## config.mk

```make
export PLATFORM = sky130hd
export DESIGN_NAME = imem_loader
export DESIGN_NICKNAME = d
export VERILOG_FILES = /design/src/rtl/loader_pkg.sv /design/src/rtl/word_assembler.sv /design/src/rtl/imem_loader.sv
export SDC_FILE = /design/constraint.sdc
export NUM_CORES = 1
export LEC_CHECK = 0
export BUFFER_PORTS_ARGS = -buffer_cell sky130_fd_sc_hd__buf_4
export CAP_MARGIN = 20
export CORE_MARGIN = 2
export CORE_UTILIZATION = 45
export DETAILED_ROUTE_END_ITERATION = 10
export GPL_TIMING_DRIVEN = 0
export HOLD_SLACK_MARGIN = 0.08
export PLACE_DENSITY = 0.67
export SYNTH_ARGS = -nofsm -noshare
export SYNTH_HDL_FRONTEND = slang
export SYNTH_SLANG_ARGS = --single-unit
export TNS_END_PERCENT = 100
```

## constraint.sdc

```tcl
create_clock -name clock -period 6.85 [get_ports clock]
set_input_delay 1.37 -clock clock [delete_from_list [all_inputs] [get_ports clock]]
set_output_delay 1.37 -clock clock [all_outputs]
set_load 0.005 [all_outputs]
```

## src/rtl/loader_pkg.sv

```systemverilog
// Shared definitions for the instruction-memory loader: FSM state encoding
// and word-geometry helpers derived from the data width.
package loader_pkg;

    typedef enum logic [1:0] {
        IDLE    = 2'd0,
        COLLECT = 2'd1,
        WRITE   = 2'd2,
        DONE    = 2'd3
    } state_t;

    // Geometry for the default 32-bit word; parameterised instances use the
    // helper functions below so the same rules apply at any width.
    localparam int DEFAULT_DATA_WIDTH = 32;
    localparam int BYTES_PER_WORD     = DEFAULT_DATA_WIDTH / 8;
    localparam int ADDRESS_STEP       = BYTES_PER_WORD;

    function automatic int bytes_per_word(input int data_width);
        return data_width / 8;
    endfunction

    // Width of a byte-lane index; at least one bit so 8-bit words still
    // get a legal counter.
    function automatic int index_width(input int data_width);
        return (data_width / 8 > 1) ? $clog2(data_width / 8) : 1;
    endfunction

endpackage

```

## src/rtl/word_assembler.sv

```systemverilog
// Packs accepted bytes little-endian into a word. The word output already
// contains the byte being accepted this cycle, so the caller can capture a
// complete word on the same edge that takes the final byte.
module word_assembler
    import loader_pkg::*;
#(
    parameter int DATA_WIDTH = 32
) (
    input  logic                  clock,
    input  logic                  reset,
    input  logic                  clear,
    input  logic                  accept,
    input  logic [7:0]            in_byte,
    output logic [DATA_WIDTH-1:0] word,
    output logic                  last_byte
);

    localparam int BPW   = bytes_per_word(DATA_WIDTH);
    localparam int IDX_W = index_width(DATA_WIDTH);

    logic [IDX_W-1:0]      idx_q;
    logic [DATA_WIDTH-1:0] lanes_q;

    // Merge the incoming byte into its lane and flag the word's final byte.
    always_comb begin
        word      = lanes_q;
        last_byte = 1'b0;
        if (accept) begin
            word[{idx_q, 3'b000} +: 8] = in_byte;
            last_byte = (idx_q == IDX_W'(BPW - 1));
        end
    end

    // Byte index and lane storage; clear drops any partial word.
    always_ff @(posedge clock or posedge reset) begin
        if (reset) begin
            idx_q   <= '0;
            lanes_q <= '0;
        end else if (clear) begin
            idx_q   <= '0;
            lanes_q <= '0;
        end else if (accept) begin
            lanes_q <= word;
            idx_q   <= last_byte ? '0 : idx_q + IDX_W'(1);
        end
    end

endmodule

```

## src/rtl/imem_loader.sv

```systemverilog
// Byte-stream to instruction-memory writer. Collects DATA_WIDTH/8 bytes per
// word over a valid/ready handshake and writes each word to consecutive
// aligned byte addresses, wrapping at the top of the address space.
//
// state   | meaning
// --------+---------------------------------------------------------
// IDLE    | waiting for start; outputs quiet
// COLLECT | in_ready high, accepting bytes of the current word
// WRITE   | one-cycle wr_en strobe for the assembled word
// DONE    | one-cycle done pulse, then back to IDLE
module imem_loader
    import loader_pkg::*;
#(
    parameter int ADDRESS_WIDTH = 8,
    parameter int DATA_WIDTH    = 32
) (
    input  logic                     clock,
    input  logic                     reset,
    input  logic                     start,
    input  logic [ADDRESS_WIDTH-1:0] base_address,
    input  logic [ADDRESS_WIDTH-1:0] word_count,
    input  logic [7:0]               in_data,
    input  logic                     in_valid,
    output logic                     in_ready,
    output logic                     wr_en,
    output logic [ADDRESS_WIDTH-1:0] wr_address,
    output logic [DATA_WIDTH-1:0]    wr_data,
    output logic                     busy,
    output logic                     done
);

    localparam int                     BPW       = bytes_per_word(DATA_WIDTH);
    localparam logic [ADDRESS_WIDTH-1:0] ADDR_STEP = ADDRESS_WIDTH'(BPW);
    localparam logic [ADDRESS_WIDTH-1:0] ALIGN_MASK = ~ADDRESS_WIDTH'(BPW - 1);

    state_t state, next_state;

    logic [ADDRESS_WIDTH-1:0] addr_q;
    logic [ADDRESS_WIDTH-1:0] remaining_q;
    logic                     asm_clear;
    logic                     accept;
    logic [DATA_WIDTH-1:0]    asm_word;
    logic                     last_byte;

    // in_ready is a flop, so acceptance never depends combinationally on
    // in_valid feeding back into in_ready.
    assign accept = in_valid && in_ready;

    word_assembler #(
        .DATA_WIDTH (DATA_WIDTH)
    ) u_assembler (
        .clock     (clock),
        .reset     (reset),
        .clear     (asm_clear),
        .accept    (accept),
        .in_byte   (in_data),
        .word      (asm_word),
        .last_byte (last_byte)
    );

    // State register.
    always_ff @(posedge clock or posedge reset) begin
        if (reset) begin
            state <= IDLE;
        end else begin
            state <= next_state;
        end
    end

    // Next-state decode and byte-index clear requests.
    always_comb begin
        next_state = state;
        asm_clear  = 1'b0;
        case (state)
            IDLE: begin
                if (start) begin
                    asm_clear  = 1'b1;
                    next_state = (word_count == '0) ? DONE : COLLECT;
                end
            end
            COLLECT: begin
                if (last_byte) begin
                    next_state = WRITE;
                end
            end
            WRITE: begin
                asm_clear  = 1'b1;
                next_state = (remaining_q == ADDRESS_WIDTH'(1)) ? DONE : COLLECT;
            end
            DONE: begin
                next_state = IDLE;
            end
            default: begin
                next_state = IDLE;
            end
        endcase
    end

    // Address and remaining-word bookkeeping; wr_address/wr_data are loaded
    // only when a word completes so they hold steady between writes.
    always_ff @(posedge clock or posedge reset) begin
        if (reset) begin
            addr_q      <= '0;
            remaining_q <= '0;
            wr_address  <= '0;
            wr_data     <= '0;
        end else begin
            if (state == IDLE && start) begin
                addr_q      <= base_address & ALIGN_MASK;
                remaining_q <= word_count;
            end
            if (state == WRITE) begin
                addr_q      <= addr_q + ADDR_STEP;
                remaining_q <= remaining_q - ADDRESS_WIDTH'(1);
            end
            if (last_byte) begin
                wr_address <= addr_q;
                wr_data    <= asm_word;
            end
        end
    end

    // Registered status outputs, decoded from the state being entered.
    always_ff @(posedge clock or posedge reset) begin
        if (reset) begin
            in_ready <= 1'b0;
            wr_en    <= 1'b0;
            busy     <= 1'b0;
            done     <= 1'b0;
        end else begin
            in_ready <= (next_state == COLLECT);
            wr_en    <= (next_state == WRITE);
            busy     <= (next_state != IDLE);
            done     <= (next_state == DONE);
        end
    end

endmodule

```

==> flow_summary.ini <==
[grt]
grt_start_max_net_pins = 46
grt_first_pass_wirelength_mm = 16.48
gr-usage-all-layers_pct = 21.64
grt_antenna_before_repair = 0
globalRouteOverflowTotal = 0
first_global_vias = 3202

[routing]
vias_per_cell = 5.771
detail-route-antenna-nets = 0
detailroute.via_count = 3197
wl_per_cell_um = 17.51
wirelength_mm = 9.700
drt_iter0_markers = 141
detail_route.drc_violations = 0
dr.pass1.iters = 5

[place]
gp_congestion = 0.8632
place.port_buffers = 59
hpwl_mm = 6.838

[worst_setup_path]
reg2reg_setup_slack_ns = 4.62
timing.critical_path.to_type = register
critPathRequiredTime_ns = 7.07
path_class = primary input to register
cp-start-kind = primary input
reg2regPathDepth = 7
crit_fanout = 10
critical_path.reg2reg.startpoint = u_assembler.idx_q[0]$_DFFE_PP0P_
timing.rr.end = u_assembler.lanes_q[8]$_DFFE_PP0P_
worstPathArrival_ns = 2.74

[power]
peakVddDrop_v = 0.0001338
cellLeakagePower_nw = 2.183
p_per_area_nw_per_um2 = 377.3

[layout]
multi_input_area_um2 = 1602
finish.net_count = 480
regArea_um2 = 2102
postLayoutCoreUtil_pct = 56.28
antenna_cells = 0
fillers = 751
final_layout_size_suffix_gt1_share_pct = 21.16
area.growth.synth_to_final_pct = 20.19

[clock_tree]
cts_made_buffers = 9
root_buffer = sky130_fd_sc_hd__clkbuf_8
tritoncts = built
cts.sinks = 84
postCtsHoldBufs = 0
postCtsSetupBuffers = 0
post_cts_resized = 0
clk_pin_slew_ns = 0.09
clkLatencyLatePin_ns = 0.36
clock_tree.htree_level_count = 3
clock_path_buffers = 2

[timing]
timing.final.hold_violations = 0
min_period_over_period_pct = 36.83
maxSlewHeadroom_pct = 53.68
final_period_minus_worst_setup_slack_ns = 2.523
timing_max_transition_violations_final = 0
fin_worst_skew_ns = 0.01397
f_max_ghz = 0.3964
timing.setup.tns_ns = 0
finalSetupViolations = 0
grt_setup_unrepaired = no
tightest_slew_ns = 0.6933

[floorplanning]
die_width_um = 96.93
floorplan.die_area_um2 = 9395
dieHeight_um = 96.93
io_pins = 72
rows = 33
floorplan.initialDensity_pct = 46.83
core_area_um2 = 8299

[synth]
post-synth-top-count-cell = sky130_fd_sc_hd__dfrtp_1
post_synth.cell_area_avg_um2 = 10.45
syn_inst = 372
post_synth_main_area_contributors = sky130_fd_sc_hd__dfrtp_1 (54%), sky130_fd_sc_hd__a22o_1 (7.2%), sky130_fd_sc_hd__a32oi_1 (3.8%)
number_of_flops_mapped_to_enable_cells_by_yosys = 0
synth_ff_type = sky130_fd_sc_hd__dfrtp_1
synth.top_cell.area_share_pct = 54.09
ys.warnings.count = 0
async_flop_share_pct = 100.0
ys_seq_elements = 84
share_of_the_yosys_chip_area_belonging_to_registers_pct = 54.09
synth_top_cells_by_count = sky130_fd_sc_hd__dfrtp_1 (84), sky130_fd_sc_hd__nand2_1 (38), sky130_fd_sc_hd__a22o_1 (32)
netlist_area_um2 = 3886
synth_cell_types = 47
synth_top_area_cell = sky130_fd_sc_hd__dfrtp_1

[job]
drv.max_cap_violation_count = 0

[worst_hold_path]
hold_depth = 2
worst_hold_startpoint = wr_data[14]$_DFFE_PP0P_
min_to = wr_data[14]$_DFFE_PP0P_
holdCritPathClass = register to register

[outcome]
outcome = completed
==> placed cells by master (no fill, tap or decap), types with 12 or more instances in the layout <==
| cell | netlist | final |
|---|---|---|
| sky130_fd_sc_hd__dfrtp_1 | 84 | 84 |
| sky130_fd_sc_hd__buf_4 | 3 | 62 |
| sky130_fd_sc_hd__nand2_1 | 38 | 38 |
| sky130_fd_sc_hd__a22o_1 | 32 | 32 |
| sky130_fd_sc_hd__a21oi_1 | 27 | 27 |
| sky130_fd_sc_hd__o21ai_0 | 24 | 24 |
| sky130_fd_sc_hd__clkbuf_1 | 20 | 20 |
| sky130_fd_sc_hd__a32oi_1 | 17 | 17 |
| sky130_fd_sc_hd__nor2_1 | 15 | 15 |
| sky130_fd_sc_hd__nand3_1 | 14 | 14 |
| sky130_fd_sc_hd__inv_1 | 13 | 12 |
==> flip-flops by register name (all words and copies together), names as in the netlist <==
name and cells:
busy 1, wr_data 32, u_assembler.idx_q 2, u_assembler.lanes_q 24
state 2, addr_q 6, wr_address 6, remaining_q 8
wr_en 1, in_ready 1, done 1
==> layout make-up <==
cell class / instances / share of cell area (%)
sequential: 84 / 45.00
multi-input combinational: 245 / 34.29
timing repair buffer: 60 / 10.07
buffer: 31 / 2.947
tap: 105 / 2.813
clock buffer: 9 / 2.652
clock inverter: 7 / 1.125
inverter: 13 / 1.098
==> how the worst max path moves through the flow <==
stage | endpoint | from | slack (ns)
global route | wr_data[15]$_DFFE_PP0P_ | in_valid | 4.18
finish | wr_data[9]$_DFFE_PP0P_ | in_valid | 4.33
detailed placement | wr_data[9]$_DFFE_PP0P_ | in_valid | 3.93
floorplan | addr_q[2]$_DFFE_PP0P_ | reset | 3.31
CTS | wr_data[9]$_DFFE_PP0P_ | in_valid | 4.31
global placement | wr_data[16]$_DFFE_PP0P_ | reset | 2.31
==> report_power, final <==
| group | switching [mW] | internal (mW) |
|---|---|---|
| logic | 0.333 | 0.318 |
| registers | 0.125 | 0.663 |
| clock network | 0.191 | 0.134 |
==> per-layer routing <==
layer,share of wire [%],track usage (%),routed length [um]
met1,46,31.48,4459
met2,46,32.75,4478
met3,6.2,3.974,597
met4,1.7,7.259,165
met5,0,0,0
==> worst max-delay path, stage by stage <==
cell and delay (ns):
sky130_fd_sc_hd__clkbuf_2 0.16, sky130_fd_sc_hd__nand3_1 0.20, sky130_fd_sc_hd__clkbuf_1 0.40, sky130_fd_sc_hd__clkbuf_1 0.44, sky130_fd_sc_hd__o21ai_0 0.18
==> stage by stage <==
stage          setup WS (ns)  power (mW)  hold slack (ns)  area (um2)  cells
4_1_cts                4.315       1.774           0.4950        4671    554
5_1_grt                4.175       1.897           0.5041        4671    554
3_3_place_gp           2.307       1.429           0.4659        4464    537
2_1_floorplan          3.315       1.168           0.4616        3890    373
3_5_place_dp           3.932       1.451           0.4745        4494    538
6_report               4.327       1.762           0.4852        4671    554
==> cells by family (layout without fill, tap and decap cells) <==
logic type | count (synthesis) | in the layout | synth area share, %
adder cells (fa/ha/maj) | 8 | 8 | 2.576
flip-flops | 84 | 84 | 54.09
AND/OR/NAND/NOR | 109 | 109 | 15.07
buffers and inverters | 44 | 120 | 4.797
other | 1 | 2 | 0.09649
AO/OA/AOI/OAI | 124 | 124 | 22.86
multiplexers | 2 | 2 | 0.5152
(Power assumes the default switching activity.)
